### src/rtl/blinds_position_controller.sv
// Multi-channel blind controller: manual/auto targets, override hold, dead time on reversal.
// Latency: request -> motor output after the second edge; no backpressure, requests sampled every cycle.
module blinds_position_controller #(
    parameter int N_CH     = 4,
    parameter int LIGHT_W  = 8,
    parameter int POS_MAX  = 100,
    parameter int STEP_DIV = 16,
    parameter int OVR_HOLD = 1024,
    parameter int DEAD_CYC = 8,
    localparam int POS_W   = $clog2(POS_MAX + 1)
) (
    input  logic                    clk,
    input  logic                    rst,
    input  logic [N_CH-1:0]         auto_en,
    input  logic [N_CH*LIGHT_W-1:0] light_level,
    input  logic [LIGHT_W-1:0]      open_thr,
    input  logic [LIGHT_W-1:0]      close_thr,
    input  logic [N_CH-1:0]         open_signal,
    input  logic [N_CH-1:0]         close_signal,
    output logic [N_CH-1:0]         motor_up,
    output logic [N_CH-1:0]         motor_down,
    output logic [N_CH*POS_W-1:0]   position,
    output logic [N_CH-1:0]         blinds_open,
    output logic [N_CH-1:0]         blinds_closed,
    output logic [N_CH-1:0]         override_active,
    output logic                    cfg_err
);

    localparam int PRE_W  = (STEP_DIV > 1) ? $clog2(STEP_DIV) : 1;
    localparam int DEAD_W = (DEAD_CYC > 1) ? $clog2(DEAD_CYC) : 1;
    localparam int OVR_W  = $clog2(OVR_HOLD + 1);

    localparam logic [POS_W-1:0]  POS_TOP   = POS_W'(POS_MAX);
    localparam logic [PRE_W-1:0]  PRE_LAST  = PRE_W'(STEP_DIV - 1);
    localparam logic [DEAD_W-1:0] DEAD_LAST = DEAD_W'(DEAD_CYC - 1);
    localparam logic [OVR_W-1:0]  OVR_LOAD  = OVR_W'(OVR_HOLD);

    typedef enum logic [1:0] {S_IDLE, S_MOVE_UP, S_MOVE_DOWN, S_DEAD} state_t;
    typedef enum logic [1:0] {T_HOLD, T_OPEN, T_CLOSED} tgt_t;

    state_t              r_state [N_CH];
    tgt_t                r_tgt   [N_CH];
    logic [POS_W-1:0]    r_pos   [N_CH];
    logic [PRE_W-1:0]    r_pre   [N_CH];
    logic [DEAD_W-1:0]   r_dead  [N_CH];
    logic [OVR_W-1:0]    r_ovr   [N_CH];
    logic [N_CH-1:0]     r_up;
    logic [N_CH-1:0]     r_dn;
    logic                r_cfg_err;

    logic [LIGHT_W-1:0]  w_light [N_CH];
    logic                w_cfg_err;

    assign w_cfg_err = (close_thr >= open_thr);

    for (genvar g = 0; g < N_CH; g++) begin : g_ch
        assign w_light[g]                 = light_level[g*LIGHT_W +: LIGHT_W];
        assign position[g*POS_W +: POS_W] = r_pos[g];
        assign blinds_open[g]             = (r_pos[g] == POS_TOP);
        assign blinds_closed[g]           = (r_pos[g] == '0);
        assign override_active[g]         = (r_ovr[g] != '0);
    end

    assign motor_up   = r_up;
    assign motor_down = r_dn;
    assign cfg_err    = r_cfg_err;

    always_ff @(posedge clk or negedge rst) begin
        if (!rst) begin
            r_cfg_err <= 1'b0;
            r_up      <= '0;
            r_dn      <= '0;
            for (int i = 0; i < N_CH; i++) begin
                r_state[i] <= S_IDLE;
                r_tgt[i]   <= T_HOLD;
                r_pos[i]   <= '0;
                r_pre[i]   <= '0;
                r_dead[i]  <= '0;
                r_ovr[i]   <= '0;
            end
        end else begin
            r_cfg_err <= w_cfg_err;
            for (int i = 0; i < N_CH; i++) begin
                // Manual requests win over auto and re-arm the override hold.
                if (open_signal[i] || close_signal[i]) begin
                    r_ovr[i] <= OVR_LOAD;
                    if (open_signal[i] && close_signal[i])
                        r_tgt[i] <= T_HOLD;
                    else if (open_signal[i])
                        r_tgt[i] <= T_OPEN;
                    else
                        r_tgt[i] <= T_CLOSED;
                end else begin
                    if (r_ovr[i] != '0)
                        r_ovr[i] <= r_ovr[i] - OVR_W'(1);
                    if (auto_en[i] && (r_ovr[i] == '0) && !w_cfg_err) begin
                        if (w_light[i] > open_thr)
                            r_tgt[i] <= T_OPEN;
                        else if (w_light[i] < close_thr)
                            r_tgt[i] <= T_CLOSED;
                    end
                end

                case (r_state[i])
                    S_IDLE: begin
                        if (r_tgt[i] == T_OPEN && r_pos[i] != POS_TOP) begin
                            r_state[i] <= S_MOVE_UP;
                            r_pre[i]   <= '0;
                            r_up[i]    <= 1'b1;
                        end else if (r_tgt[i] == T_CLOSED && r_pos[i] != '0) begin
                            r_state[i] <= S_MOVE_DOWN;
                            r_pre[i]   <= '0;
                            r_dn[i]    <= 1'b1;
                        end
                    end
                    S_MOVE_UP: begin
                        if (r_tgt[i] == T_CLOSED) begin
                            r_state[i] <= S_DEAD;
                            r_dead[i]  <= '0;
                            r_up[i]    <= 1'b0;
                        end else if (r_tgt[i] == T_HOLD || r_pos[i] == POS_TOP) begin
                            r_state[i] <= S_IDLE;
                            r_up[i]    <= 1'b0;
                        end else if (r_pre[i] == PRE_LAST) begin
                            r_pre[i] <= '0;
                            r_pos[i] <= r_pos[i] + POS_W'(1);
                            // Stop on the same edge the end position is reached.
                            if (r_pos[i] == POS_TOP - POS_W'(1)) begin
                                r_state[i] <= S_IDLE;
                                r_up[i]    <= 1'b0;
                            end
                        end else begin
                            r_pre[i] <= r_pre[i] + PRE_W'(1);
                        end
                    end
                    S_MOVE_DOWN: begin
                        if (r_tgt[i] == T_OPEN) begin
                            r_state[i] <= S_DEAD;
                            r_dead[i]  <= '0;
                            r_dn[i]    <= 1'b0;
                        end else if (r_tgt[i] == T_HOLD || r_pos[i] == '0) begin
                            r_state[i] <= S_IDLE;
                            r_dn[i]    <= 1'b0;
                        end else if (r_pre[i] == PRE_LAST) begin
                            r_pre[i] <= '0;
                            r_pos[i] <= r_pos[i] - POS_W'(1);
                            if (r_pos[i] == POS_W'(1)) begin
                                r_state[i] <= S_IDLE;
                                r_dn[i]    <= 1'b0;
                            end
                        end else begin
                            r_pre[i] <= r_pre[i] + PRE_W'(1);
                        end
                    end
                    S_DEAD: begin
                        if (r_dead[i] != DEAD_LAST) begin
                            r_dead[i] <= r_dead[i] + DEAD_W'(1);
                        end else if (r_tgt[i] == T_OPEN && r_pos[i] != POS_TOP) begin
                            r_state[i] <= S_MOVE_UP;
                            r_pre[i]   <= '0;
                            r_up[i]    <= 1'b1;
                        end else if (r_tgt[i] == T_CLOSED && r_pos[i] != '0) begin
                            r_state[i] <= S_MOVE_DOWN;
                            r_pre[i]   <= '0;
                            r_dn[i]    <= 1'b1;
                        end else begin
                            r_state[i] <= S_IDLE;
                        end
                    end
                    default: begin
                        r_state[i] <= S_IDLE;
                        r_up[i]    <= 1'b0;
                        r_dn[i]    <= 1'b0;
                    end
                endcase
            end
        end
    end

endmodule

### config.mk
export PLATFORM = sky130hd
export DESIGN_NAME = blinds_position_controller
export DESIGN_NICKNAME = d
export VERILOG_FILES = /design/src/rtl/blinds_position_controller.sv
export SDC_FILE = /design/constraint.sdc
export NUM_CORES = 1
export LEC_CHECK = 0
export CAP_MARGIN = 20
export CORE_MARGIN = 2
export CORE_UTILIZATION = 56
export CTS_CLUSTER_SIZE = 24
export DETAILED_ROUTE_END_ITERATION = 10
export PLACE_DENSITY = 0.82
export SYNTH_ARGS = -nofsm -noshare
export SYNTH_HDL_FRONTEND = slang
export SYNTH_SLANG_ARGS = --single-unit
export TNS_END_PERCENT = 30
### constraint.sdc
create_clock -name clk -period 2.75 [get_ports clk]
set_input_delay 0.55 -clock clk [delete_from_list [all_inputs] [get_ports clk]]
set_output_delay 0.55 -clock clk [all_outputs]
set_load 0.01 [all_outputs]
==> implementation parameters <==
Parameter                              Value

Finish
  Antenna diode count ... 0
  Non-filler cells in the finished layout ... about 1.4k
  Growth of design area from synthesis to finish ... 25.11%
  Layout cells sized above 1 ... 9.394%
  Number of nets at the end of the flow ... between 1k and 1.5k
  End-of-flow core utilization ... between 70 and 80%

GRT
  Congestion Overflow GR ... 0
  Antenna violations before repair ... 0
  Number of global-route vias before repair ... between 7k and 8k
  Wire length of the first global-routing pass ... 35060 um
  Largest net degree at the start of global routing ... between 50 and 60
  Total routing usage reported by global routing ... about 26%

Yosys
  Post-Synthesis Net Count ... about 1.2k
  Number of flops mapped to enable cells by yosys ... 0
  Post-synthesis async set-or-reset flop share ... 100.0%
  Post-synthesis adder-cell area fraction ... 17.15%
  Number of unique standard cell types used by synthesis ... 74
  XOR/XNOR Fraction of Synth Area ... roughly 5.4%
  Largest family of logic cells by synthesized area ... simple AND/OR/NAND/NOR gates
  Synth warnings ... 0
  Post-synthesis instance area ... 8975 um^2
  Complex-gate fraction of the synthesized area ... roughly 17%
  Cell types occupying the most area after synthesis ... sky130_fd_sc_hd__dfrtp_1 35%, sky130_fd_sc_hd__ha_1 17%, sky130_fd_sc_hd__a21oi_1 4.0%
  Count of state elements after synthesis ... about 130
  Fraction of synthesized cell area taken by the top area cell type ... between 30% and 40%
  Average cell area after synthesis ... around 9.0 um^2
  Area fraction in and, or, nand and nor cells after synthesis ... roughly a fifth
  Multiplexer share of the synthesized area ... approximately 1.2%
  Cell taking the most area after synthesis ... sky130_fd_sc_hd__dfrtp_1
  Leading register cell type out of synthesis ... sky130_fd_sc_hd__dfrtp_1
  Portion of the post-synthesis area used by sequential elements ... between 30% and 40%
  Instance count of the mapped netlist ... between 900 and 1k

Setup path
  Worst path arrival time ... approximately 2.1 ns
  Endpoint type of the worst setup path ... output pin
  CP Class ... flop to output pin
  Required time reported for the critical path endpoint ... between 2 and 2.5 ns
  Worst Setup Start Kind ... flop
  Maximum fanout encountered on the critical timing path ... 6

STA
  Worst path setup slack after routing ... 0.08020 ns
  Minimum period implied by the final worst setup slack ... 2.670 ns
  Setup Skew ... just under 0.009 ns
  Pin slew with the least headroom to its limit ... 0.7071 ns
  Worst max-slew margin expressed relative to the limit ... a little over half
  Share of the cycle needed by the critical path after routing ... slightly below 100%
  Max frequency ... 0.3746 GHz
  Count of endpoints failing setup in the final report ... 0
  Total count of max-transition violations in the final report ... 0
  Setup repair after global routing missed its margin ... true
  Hold violation count in the final report ... 0

Clock tree
  Clock edge transition at the registers on the reported setup and hold paths ... 0.06 ns
  Deepest clock path buffer count ... 2
  Clock tree root buffer cell ... sky130_fd_sc_hd__clkbuf_16
  TritonCTS Sinks ... 125
  TritonCTS clock tree ... done
  Latest clock arrival within the worst-skew pair ... 0.41 ns
  Num CTS Buffers ... 17
  Post-CTS Setup Repair Bufs ... 0
  Hold-fix buffers at CTS ... 0
  Count of H-tree levels built during CTS ... 4

Routing
  Violation count after the first detailed-routing iteration ... 353
  Via density ... roughly 5.7
  Remaining number of nets flagged by the antenna check after routing ... 0
  Final wirelength ... between 20000 and 25000 um
  Via total after detailed routing ... ~7.8k
  Remaining design rule violation count ... 0
  Iteration count of the initial detailed-routing pass ... 6
  Routed length per instance ... approximately 15 um

Floorplanning
  Number of ports placed on the die boundary ... approximately 110
  Starting density of the core ... between 50% and 60%
  Vertical extent of the die ... approximately 130 um
  Die outline area ... around 17000 um^2
  Number of standard-cell rows in the floorplan ... 46
  Standard cell core area ... ~16000 um^2
  Chip width ... ~130 um

Place
  DP Cell Count ... approximately 1.3k
  Post-DP HPWL ... around 16000 um
  Post-placement setup slack ... -0.09504 ns
  Final Wtd Congestion ... about 0.93
  Port Buf Inserts ... between 100 and 150

Power
  Sum of internal, switching and leakage power ... approximately 8.2 mW
  Leakage dissipation ... slightly above 5 nW
  Cell area power density ... 731.3 nW/um^2
  Maximum ir drop on the vdd rail ... around 0.53 mV

Status
  Run status ... finished, final reports clean

Run
  Max Cap Viol ... 0

Worst hold path
  Class of the worst hold path ... primary input to asynchronous set/reset pin
## layout make-up
class	count	area, um^2
clock buffer	21	480.5
clock inverter	10	231.5
fill	1201	4542
inverter	70	262.8
multi-input combinational	778	5547
sequential	125	3132
tap	216	270.3
timing repair buffer	135	1305
## state kept, by name (all words and copies together), names as in the netlist, 4 cells and up
register and flops:
position 28, motor_up 4, motor_down 4, r_dead 12
r_pre 16, r_ovr 44, r_tgt 8, r_state 8
## report_power, final
group | internal, mW | total, mW | leakage [nW] | switching (mW)
combinational | 1.35 | 3.03 | 3.18 | 1.68
sequential | 2.15 | 2.48 | 1.65 | 0.330
clock | 1.89 | 2.70 | 0.346 | 0.814
total | 5.38 | 8.21 | 5.18 | 2.83
## layer usage
layer | vias to the layer above | wire (um) | track usage, %
li1 | 3830 | - | -
met4 | 0 | 467 | 8.949
met2 | 200 | 10150 | 43.14
met5 | - | 0 | 0
met1 | 3686 | 9384 | 33.39
met3 | 44 | 852 | 4.682
## placed cells by master (no fill, tap or decap), types with 4 or more instances in the layout
master | netlist | layout
sky130_fd_sc_hd__inv_1 | 69 | 68
sky130_fd_sc_hd__nor2_1 | 75 | 74
sky130_fd_sc_hd__o211ai_1 | 9 | 9
sky130_fd_sc_hd__a21oi_1 | 72 | 72
sky130_fd_sc_hd__bufinv_16 | 0 | 7
sky130_fd_sc_hd__clkbuf_8 | 0 | 4
sky130_fd_sc_hd__mux2_2 | 5 | 5
sky130_fd_sc_hd__dlymetal6s2s_1 | 0 | 4
sky130_fd_sc_hd__xnor2_1 | 38 | 38
sky130_fd_sc_hd__nor3b_2 | 4 | 4
sky130_fd_sc_hd__nor4_1 | 13 | 11
sky130_fd_sc_hd__nor2b_1 | 27 | 27
sky130_fd_sc_hd__or3_1 | 9 | 9
sky130_fd_sc_hd__xor2_1 | 17 | 17
sky130_fd_sc_hd__clkbuf_16 | 0 | 17
sky130_fd_sc_hd__clkdlybuf4s50_1 | 0 | 102
sky130_fd_sc_hd__a31oi_1 | 7 | 7
sky130_fd_sc_hd__nand2b_1 | 20 | 20
sky130_fd_sc_hd__a22oi_1 | 4 | 4
sky130_fd_sc_hd__a211oi_1 | 9 | 9
sky130_fd_sc_hd__a21o_1 | 6 | 6
sky130_fd_sc_hd__nand3_1 | 29 | 29
sky130_fd_sc_hd__nand2_1 | 85 | 85
sky130_fd_sc_hd__buf_4 | 0 | 25
sky130_fd_sc_hd__and3_1 | 11 | 11
sky130_fd_sc_hd__ha_1 | 123 | 121
sky130_fd_sc_hd__nor3_1 | 28 | 28
sky130_fd_sc_hd__o31ai_1 | 9 | 9
sky130_fd_sc_hd__o311ai_2 | 4 | 4
sky130_fd_sc_hd__o21ai_0 | 62 | 62
sky130_fd_sc_hd__o21ai_1 | 10 | 10
sky130_fd_sc_hd__mux2i_1 | 4 | 4
sky130_fd_sc_hd__or2_2 | 5 | 5
sky130_fd_sc_hd__dfrtp_1 | 125 | 122
sky130_fd_sc_hd__or4_4 | 5 | 5
sky130_fd_sc_hd__nand4_1 | 20 | 20
sky130_fd_sc_hd__a22o_1 | 6 | 6
## cells in the mapped netlist, types with 4 or more instances
cell                       count
sky130_fd_sc_hd__dfrtp_1     125
sky130_fd_sc_hd__ha_1        123
sky130_fd_sc_hd__nand2_1      85
sky130_fd_sc_hd__nor2_1       75
sky130_fd_sc_hd__a21oi_1      72
sky130_fd_sc_hd__inv_1        69
sky130_fd_sc_hd__o21ai_0      62
sky130_fd_sc_hd__xnor2_1      38
sky130_fd_sc_hd__nand3_1      29
sky130_fd_sc_hd__nor3_1       28
sky130_fd_sc_hd__nor2b_1      27
sky130_fd_sc_hd__nand2b_1     20
sky130_fd_sc_hd__nand4_1      20
sky130_fd_sc_hd__clkbuf_1     17
sky130_fd_sc_hd__xor2_1       17
sky130_fd_sc_hd__nor4_1       13
sky130_fd_sc_hd__and3_1       11
sky130_fd_sc_hd__o21ai_1      10
sky130_fd_sc_hd__a211oi_1      9
sky130_fd_sc_hd__o211ai_1      9
sky130_fd_sc_hd__o31ai_1       9
sky130_fd_sc_hd__or3_1         9
sky130_fd_sc_hd__a31oi_1       7
sky130_fd_sc_hd__a21o_1        6
sky130_fd_sc_hd__a22o_1        6
sky130_fd_sc_hd__mux2_2        5
sky130_fd_sc_hd__or2_2         5
sky130_fd_sc_hd__or4_4         5
sky130_fd_sc_hd__a22oi_1       4
sky130_fd_sc_hd__mux2i_1       4
sky130_fd_sc_hd__nor3b_2       4
sky130_fd_sc_hd__o311ai_2      4
## metrics by stage
stage          hold slack (ns)   TNS [ns]  cell area, um^2
2_1_floorplan           0.2544          0             8975
3_3_place_gp            0.4626  -0.006007            10470
3_5_place_dp            0.4710    -0.1892            10470
4_1_cts                 0.2105          0            11190
5_1_grt                 0.2468   -0.02727            11230
6_report                0.1891          0            11230
## final timing paths
path,start,end,slack [ns],depth (start not counted)
max in group asynchronous,rst,r_ovr[17],1.80,2
worst min-delay path,rst,r_ovr[36],0.19,1
worst max register to register,position[14],r_pre[5],0.40,7
min in group clk,r_pre[15],r_pre[15],0.48,1
worst max-delay path,r_ovr[36],override_active[0],0.08,4
worst min register to register,r_pre[15],r_pre[15],0.48,1
## critical path, cell delays in order, from the launching register on
cell                              delay [ns]
sky130_fd_sc_hd__dfrtp_1                0.46
sky130_fd_sc_hd__nor4_4                 0.31
sky130_fd_sc_hd__and4b_2                0.34
sky130_fd_sc_hd__inv_1                  0.11
sky130_fd_sc_hd__clkdlybuf4s50_1        0.49
## what timing repair did
action                                  in CTS  in global routing
resized for setup                            9                 11
pin swaps                                    0                  2
endpoints found under the setup margin       5                  9
## cells by family after synthesis
| kind of cell | Yosys count |
|---|---|
| buffers and inverters | 90 |
| adders and majority gates | 123 |
| DFF | 125 |
| muxes | 10 |
| and+or+nand+nor | 357 |
| AOI/OAI and AO/OA | 233 |
| xor gates and xnor gates | 55 |
No activity file was read; power rests on OpenSTA's default activity.
